File: src/rtl/signed_mul_top_if.sv
// rtl/signed_mul_top_if.sv - operand/product bundle for the signed array multiplier
interface signed_mul_top_if #(
    parameter int WIDTH = 6
);
    logic [WIDTH-1:0]   a;
    logic [WIDTH-1:0]   b;
    logic [2*WIDTH-1:0] out;

    modport master (output a, output b, input out);
    modport slave  (input a, input b, output out);
endinterface

File: src/rtl/signed_mul_top.sv
// rtl/signed_mul_top.sv - Baugh-Wooley signed array multiplier, WIDTH x WIDTH -> 2*WIDTH
// Optional output register enabled by defining MUL_TOP_OUT_REG_EN.
module signed_mul_top_fa (
    input  logic x,
    input  logic y,
    input  logic z,
    output logic s,
    output logic cout
);
    assign s    = x ^ y ^ z;
    assign cout = (x & y) | (x & z) | (y & z);
endmodule

module signed_mul_top #(
    parameter int WIDTH = 6
) (
    input  logic clk,
    input  logic rst_n,
    signed_mul_top_if.slave bus
);
    localparam int N = 2 * WIDTH;

    logic [WIDTH-1:0] a;
    logic [WIDTH-1:0] b;
    logic [N-1:0]     product;

    assign a = bus.a;
    assign b = bus.b;

    genvar i, k;
    generate
        for (i = 0; i < WIDTH; i++) begin : g_row
            logic [N-1:0] pp_row;
            logic [N-1:0] sum;
            logic [N-1:0] carry;

            // Row 0 never reaches bit WIDTH, so the two correction ones ride in its empty slots.
            for (k = 0; k < N; k++) begin : g_pp
                if (k >= i && k < i + WIDTH) begin : g_term
                    if ((i == WIDTH - 1) != ((k - i) == WIDTH - 1)) begin : g_inv
                        assign pp_row[k] = ~(a[k-i] & b[i]);
                    end else begin : g_pos
                        assign pp_row[k] = a[k-i] & b[i];
                    end
                end else if (i == 0 && (k == WIDTH || k == N - 1)) begin : g_corr
                    assign pp_row[k] = 1'b1;
                end else begin : g_zero
                    assign pp_row[k] = 1'b0;
                end
            end

            if (i == 0) begin : g_init
                assign sum   = pp_row;
                assign carry = '0;
            end else begin : g_csa
                logic [N-1:0] cout_w;
                logic         cout_top_unused;

                for (k = 0; k < N; k++) begin : g_fa
                    signed_mul_top_fa u_fa (
                        .x    (g_row[i-1].sum[k]),
                        .y    (g_row[i-1].carry[k]),
                        .z    (pp_row[k]),
                        .s    (sum[k]),
                        .cout (cout_w[k])
                    );
                end
                assign carry           = {cout_w[N-2:0], 1'b0};
                assign cout_top_unused = cout_w[N-1];
            end
        end
    endgenerate

    // Final ripple carry-propagate adder; the carry out of the MSB wraps away mod 2^N.
    logic [N:0] cpa_c;
    logic       cpa_top_unused;

    assign cpa_c[0] = 1'b0;

    generate
        for (k = 0; k < N; k++) begin : g_cpa
            signed_mul_top_fa u_fa (
                .x    (g_row[WIDTH-1].sum[k]),
                .y    (g_row[WIDTH-1].carry[k]),
                .z    (cpa_c[k]),
                .s    (product[k]),
                .cout (cpa_c[k+1])
            );
        end
    endgenerate

    assign cpa_top_unused = cpa_c[N];

`ifdef MUL_TOP_OUT_REG_EN
    logic [N-1:0] out_d;
    logic [N-1:0] out_q;

    always_comb begin
        out_d = product;
    end

    always_ff @(posedge clk) begin
        if (!rst_n) begin
            out_q <= '0;
        end else begin
            out_q <= out_d;
        end
    end

    assign bus.out = out_q;
`else
    logic clk_rst_unused;

    assign clk_rst_unused = clk ^ rst_n;
    assign bus.out        = product;
`endif

endmodule

File: src/flat_wrapper.sv
// flat-port wrapper written by rule: the top's interface ports become plain ports
module signed_mul_top_flat 
#(
    parameter int WIDTH = 6
)
  (clk, rst_n, bus_a, bus_b, bus_out);
  signed_mul_top_if #(.WIDTH(WIDTH)) bus_i ();
  input  logic clk;
  input  logic rst_n;
  input wire logic [$bits(bus_i.a)-1:0] bus_a;
  input wire logic [$bits(bus_i.b)-1:0] bus_b;
  output wire logic [$bits(bus_i.out)-1:0] bus_out;
  assign bus_i.a = bus_a;
  assign bus_i.b = bus_b;
  assign bus_out = bus_i.out;
  signed_mul_top #(.WIDTH(WIDTH)) u_core (.clk(clk), .rst_n(rst_n), .bus(bus_i));
endmodule
File: config.mk
export PLATFORM = sky130hd
export DESIGN_NAME = signed_mul_top_flat
export DESIGN_NICKNAME = d
export VERILOG_FILES = /design/src/rtl/signed_mul_top_if.sv /design/src/rtl/signed_mul_top.sv /design/src/flat_wrapper.sv
export SDC_FILE = /design/constraint.sdc
export NUM_CORES = 1
export LEC_CHECK = 0
export ABC_AREA = 1
export BUFFER_PORTS_ARGS = -buffer_cell sky130_fd_sc_hd__buf_2
export CAP_MARGIN = 5
export CORE_MARGIN = 2
export CORE_UTILIZATION = 25
export DETAILED_ROUTE_END_ITERATION = 7
export GPL_ROUTABILITY_DRIVEN = 0
export GPL_TIMING_DRIVEN = 0
export PLACE_DENSITY = 0.51
export SETUP_SLACK_MARGIN = 0.3
export SYNTH_ARGS = -nofsm -noshare
export SYNTH_HDL_FRONTEND = slang
export SYNTH_SLANG_ARGS = --single-unit
File: constraint.sdc
create_clock -name vclk -period 5.85
set_input_delay 0.585 -clock vclk [all_inputs]
set_output_delay 0.585 -clock vclk [all_outputs]
set_load 0.02 [all_outputs]
==> summary.md, run 1 <==
| Metric | Value |
|---|---|
| Max Cap Violations | `0` |
| Largest stage delay, worst path | `between 0.5 and 0.6 ns` |
| Worst Setup End Kind | `primary output` |
| Register area share after synthesis | `0%` |
| Nets@finish | `between 200 and 250` |
| Ant diodes | `0` |
| Placed cell count | `201` |
| Delay-heaviest family, CP | `adder cells` |
| Element type at the critical path start | `input port` |
| Final Max Tran Viols | `0` |
| Final setup fails | `0` |
| Die area | `4530 um2` |
| Final Cell Area | `1330 um2` |
| Grt peak-use layer | `met2` |
| Dpl hpwl | `1.54 mm` |
| Non-filler cells, final | `204` |
| FF+latch area | `0 um2` |
| Commonest non-fill, non-tap cell in the layout | `inv_1` |
| Met2 Resource Use GR | `15.3%` |
| Crit path kind | `input port to primary output` |
| Most frequent cells in the layout | `inv_1 (36), nand2_1 (35), buf_2 (18)` |
| # fillers | `450` |
| Via count | `769` |
| Critical Path, Cell by Cell | `buf_12 > nand2_4 > inv_2 > ha_4 > inv_2 > fa_2 > fa_1 > fa_2 > inv_2 > fa_2 > ha_4 > fa_2 > fa_2 > fa_2 > fa_2 > buf_6 > buf_6` |
| Syn Inst Count | `127` |
| Final period util | `94.0%` |
| Cell Area, Placed | `1180 um2` |
| Final setup TNS | `0 ns` |
| Initial DRC count | `5` |
| Lkg Pwr | `0.000749 uW` |
| Syn_nets | `around 180` |
| Clock buffer cells | `0` |
| Max FO, Critical Path | `3` |
| Worst Path Arrival | `4.91 ns` |
| Antenna-violating nets left | `0` |
| Post-synthesis to final-layout area growth | `32.3%` |
| Antenna violations before repair | `0` |
| GRT met1 Usage | `11.6%` |
| Share of cells above drive strength 1 | `39.0%` |
| Sequential cell count | `0` |
| Synth Warn # | `0` |
| CP max stage cell | `fa_2` |
| Die width | `67.3 um` |
| Routed WL | `approximately 1.7 mm` |
| Final period demand of the worst path | `5.50 ns` |
| First-pass GRT wire length | `3.13 mm` |
| Hold path startpoint | `bus_b[0]` |
| Hold/Removal Path Class | `input port to primary output` |
| Cell Pwr Density | `319 nW/um2` |
| DRT Pass-1 Iters | `4` |
| Synthesized cell area | `between 1000 and 1500 um2` |
| Via-to-Cell Ratio | `3.77` |
| Met3 usage | `0.333%` |
| Relative slew slack | `about nine tenths` |
| Finished Core Util | `roughly 34%` |
| Vias in the first global route | `791` |
| WL per Instance | `8.43 um` |
| Crit path buffers/inverters | `6` |
| Crit path top cell by count | `fa_2` |
| Worst-margin pin slew | `~0.12 ns` |
| Multi-input logic area | `815 um2` |
| GRT Residual Overflow | `0` |
| Status | `completed` |
| # rows | `23` |
| Die Ht | `67.3 um` |
| Worst setup startpoint | `bus_a[4]` |
| VDD IR max | `roughly 0.20 mV` |
| Num ports | `26` |
| Mean Syn Cell Area | `between 7 and 8 um2` |
| Gr usage total | `8.36%` |
| Core footprint | `3910 um2` |
| Post-synthesis cell type count | `7` |
| Initial core utilization | `25.6%` |
| Largest net degree at the start of global routing | `7` |
| RSZ-0062 raised after global routing | `yes` |
| Max Clk Rate | `roughly 180 MHz` |
| Final Hold Vio Count | `0` |
| Req. time, crit path | `5.27 ns` |
| Number of port buffers | `24` |
| Drt drc | `0` |
[path summary, 6_finish.rpt]
check	end	slack, ns	cells past startpoint
setup / recovery	bus_out[10]	0.35	17
hold / removal	bus_out[0]	1.60	5
[stage by stage]
step / hold WS (ns) / setup WS, ns / total power (uW)
after detailed placement: 1.64 / -0.0923 / 383
after floorplan: 1.36 / 0.325 / 291
after CTS: 1.62 / 0.293 / 433
after global routing: 1.65 / 0.224 / 478
final: 1.60 / 0.354 / 423
after global placement: 1.65 / -0.0754 / 379
[cells by family after synthesis]
kind of cell               after synthesis  synth area share (%)
adders and majority gates               34                  60.4
buffers and inverters                   54                  24.7
and+or+nand+nor                         39                  14.9
[tightest hold or removal path, cell delays in order]
cell and delay, ns:
buf_6 0.09, nand2_1 0.05, inv_1 0.05, buf_4 0.09, buf_2 0.14
[final cells by class]
| cell class | count | share of cell area (%) |
|---|---|---|
| inverter | 42 | 11.9 |
| buffer | 12 | 7.08 |
| multi-input combinational | 73 | 61.4 |
| tap | 50 | 4.72 |
| timing repair buffer | 27 | 14.9 |
[where the power goes]
| group | leakage [uW] | internal (uW) | switching [uW] | total [uW] |
|---|---|---|---|---|
| clock | 0 | 0 | 0 | 0 |
| sequential | 0 | 0 | 0 | 0 |
| combinational | 0.000749 | 214 | 208 | 423 |
[synth_stat cells]
master / number / area, um2
buf_4: 12 / 90.1
fa_1: 24 / 480
ha_1: 10 / 125
inv_1: 41 / 154
inv_2: 1 / 3.75
nand2_1: 38 / 143
nand2_2: 1 / 6.26
[routing by layer]
layer | up-vias | wire length (um)
li1 | 391 | -
met1 | 363 | 769
met2 | 15 | 893
met3 | 0 | 58
met4 | 0 | 0
met5 | - | 0
[what timing repair did]
item                       in CTS  in global routing
pin swaps                      18                 14
gates cloned                    0                  0
hold buffers                    0                  0
setup endpoints to repair       2                  2
buffers inserted                0                  3
gates resized for setup        32                  7
Note: power is estimated with default switching activity, not from simulation.
==> run 2: changes to the inputs <==
--- a/config.mk
+++ b/config.mk
@@ -8,12 +8,13 @@
 export ABC_AREA = 1
 export BUFFER_PORTS_ARGS = -buffer_cell sky130_fd_sc_hd__buf_2
 export CAP_MARGIN = 5
+export CORE_ASPECT_RATIO = 1.1
 export CORE_MARGIN = 2
 export CORE_UTILIZATION = 25
 export DETAILED_ROUTE_END_ITERATION = 7
 export GPL_ROUTABILITY_DRIVEN = 0
 export GPL_TIMING_DRIVEN = 0
-export PLACE_DENSITY = 0.51
+export PLACE_DENSITY = 0.5
 export SETUP_SLACK_MARGIN = 0.3
 export SYNTH_ARGS = -nofsm -noshare
 export SYNTH_HDL_FRONTEND = slang
==> constraint.sdc (replaced) <==
create_clock -name vclk -period 6.1
set_input_delay 0.61 -clock vclk [all_inputs]
set_output_delay 0.61 -clock vclk [all_outputs]
set_load 0.02 [all_outputs]
==> run 2 against run 1 <==
Critical path depth unchanged; count of clock-buffer cells in the layout is the same; hold slack better by 0.068 ns; first-iteration DRC count up 20%; critical path type unchanged; largest cell class unchanged; highest routed layer unchanged.
==> summary.md, run 2 (same netlist as run 1, synthesis figures left out) <==
| Metric | Value |
|---|---|
| GRT Residual Overflow | `0 (unchanged)` |
| Hold Path End | `bus_out[0]` |
| Final period demand of the worst path | `5.65 ns` |
| Worst Setup End Kind | `primary output` |
| Num ports | `26 (unchanged)` |
| Sequential cell count | `0 (unchanged)` |
| Final setup TNS | `0 ns (unchanged)` |
| Dpl hpwl | `1.46 mm (-5.2%)` |
| Vias in the first global route | `708 (-10%)` |
| Core footprint | `3900 um2 (-0.26%)` |
| Routed WL | `1.56 mm (-9.6%)` |
| Hold-critical path depth | `5 (unchanged)` |
| Hold/Removal Path Class | `input port to primary output` |
| Most frequent cells in the layout | `inv_1 (36), nand2_1 (35), buf_2 (18)` |
| Critical Path, Cell by Cell | `buf_6 > nand2_2 > inv_2 > ha_4 > fa_1 > inv_1 > fa_1 > fa_1 > fa_1 > inv_2 > ha_4 > fa_2 > fa_2 > fa_2 > fa_2 > buf_4 > buf_4` |
| VDD IR max | `0.179 mV (-9.0%)` |
| Via-to-Cell Ratio | `3.74 (-0.68%)` |
| Number of port buffers | `24 (unchanged)` |
| # rows | `24 (+4.3%)` |
| Clock Power Share | `0% (unchanged)` |
| P_sw | `197 uW (-5.7%)` |
| Crit path kind | `input port to primary output` |
| Lkg Pwr | `0.000719 uW (-4.0%)` |
| Internal cell power | `195 uW (-8.9%)` |
| Die Ht | `70.4 um (+4.6%)` |
| Comb pwr share | `100.0% (about the same)` |
| Initial DRC count | `6 (+1)` |
| Status | `completed` |
| Relative slew slack | `92.1% (+0.11 points)` |
| Die area | `4530 um2 (about the same)` |
| Worst setup startpoint | `bus_a[4]` |
| First-pass GRT wire length | `2.74 mm (-12%)` |
| Sequential power share | `0% (unchanged)` |
| Commonest non-fill, non-tap cell in the layout | `inv_1` |
| Worst-margin pin slew | `0.119 ns (-0.00135 ns)` |
| Share of cells above drive strength 1 | `38.4% (-0.55 points)` |
| CP max stage cell | `fa_2` |
| Max Cap Violations | `0 (unchanged)` |
| Gr usage total | `7.01% (-1.4 points)` |
| FF+latch area | `0 um2 (unchanged)` |
| Max Clk Rate | `between 150 and 200 MHz` |
| Max FO, Critical Path | `6 (+3)` |
| Drt drc | `0 (unchanged)` |
| Final setup fails | `0 (unchanged)` |
| Antenna violations before repair | `0 (unchanged)` |
| Req. time, crit path | `5.49 ns (+0.22 ns)` |
| Largest net degree at the start of global routing | `7 (unchanged)` |
| Switching Share | `50.2% (+0.86 points)` |
| Post-synthesis to final-layout area growth | `26.8%` |
| Final period util | `roughly 90%` |
| Initial core utilization | `25.7% (+0.066 points)` |
| Nets@finish | `201 (-1.5%)` |
| RSZ-0062 raised after global routing | `no` |
| Worst Path Arrival | `5.04 ns (+0.13 ns)` |
| Hold path startpoint | `bus_b[0]` |
| Via count | `760 (-1.2%)` |
| Final Max Tran Viols | `0 (unchanged)` |
| DRT Pass-1 Iters | `3 (-1)` |
| Element type at the critical path start | `input port` |
| Die width | `64.4 um (-4.4%)` |
| Worst hold margin | `1.66 ns (+0.0679 ns)` |
| Clock buffer cells | `0 (unchanged)` |
| WL per Instance | `7.66 um (-9.1%)` |
| Largest stage delay, worst path | `0.54 ns (about the same)` |
| Cell Pwr Density | `308 nW/um2 (-3.3%)` |
| Postcts setup bufs | `0 (unchanged)` |
| Ant diodes | `0 (unchanged)` |
| Antenna-violating nets left | `0 (unchanged)` |
| Final Hold Vio Count | `0 (unchanged)` |
[run 2: how the worst max path moves through the flow]
stage,endpoint,slack (ns),depth (start not counted)
2_1_floorplan,bus_out[11],0.49,18
3_3_place_gp,bus_out[11],0.11,19
3_5_place_dp,bus_out[11],0.1,18
4_1_cts,bus_out[10],0.30,17
5_1_grt,bus_out[11],0.31,19
6_report,bus_out[10],0.45,17
[run 2: cell type report]
type / instances / area (um2)
Buffer: 12 / 90.1
Timing Repair Buffer: 24 / 146
Multi-Input combinational cell: 73 / 812
Inverter: 42 / 158
Tap cell: 52 / 65.1
Fill cell: 432 / 2630
[run 2: repair_timing]
action,in CTS,in global routing
endpoints found under the setup margin,2,2
resized for setup,6,27
pin swaps,2,15
hold buffers,0,0
[run 2: worst max-delay path, delay by kind of cell]
family,cells,cell delay (ns)
adders and majority gates,10,3.90
and+or+nand+nor,1,0.06
buffers and inverters,6,0.47
[run 2: power groups by stage]
stage               Combinational, uW  Clock, uW  Sequential [uW]
CTS                               379          0                0
global route                      435          0                0
finish                            392          0                0
floorplan                         280          0                0
detailed placement                366          0                0
global placement                  366          0                0
[run 2: per-layer routing]
| layer | vias up | routed length [um] | track usage [%] | share of wire, % |
|---|---|---|---|---|
| met3 | 0 | 72 | 0.322 | 4.6 |
| li1 | 385 | - | - | - |
| met5 | - | 0 | 0 | 0 |
| met2 | 15 | 781 | 13.3 | 50 |
| met4 | 0 | 0 | 0 | 0 |
| met1 | 360 | 702 | 9.26 | 45 |
[run 2: metrics by stage]
stage / setup WS, ns / std cells / cell area, um2 / util (%) / total power, uW
floorplan: 0.491 / 127 / 1000 / - / 280
finish: 0.452 / 203 / 1270 / 32.6 / 392
CTS: 0.301 / 203 / 1200 / 30.8 / 379
detailed placement: 0.0970 / 203 / 1190 / 30.4 / 366
global placement: 0.112 / 203 / 1190 / 30.4 / 366
global route: 0.306 / 203 / 1270 / 32.6 / 435
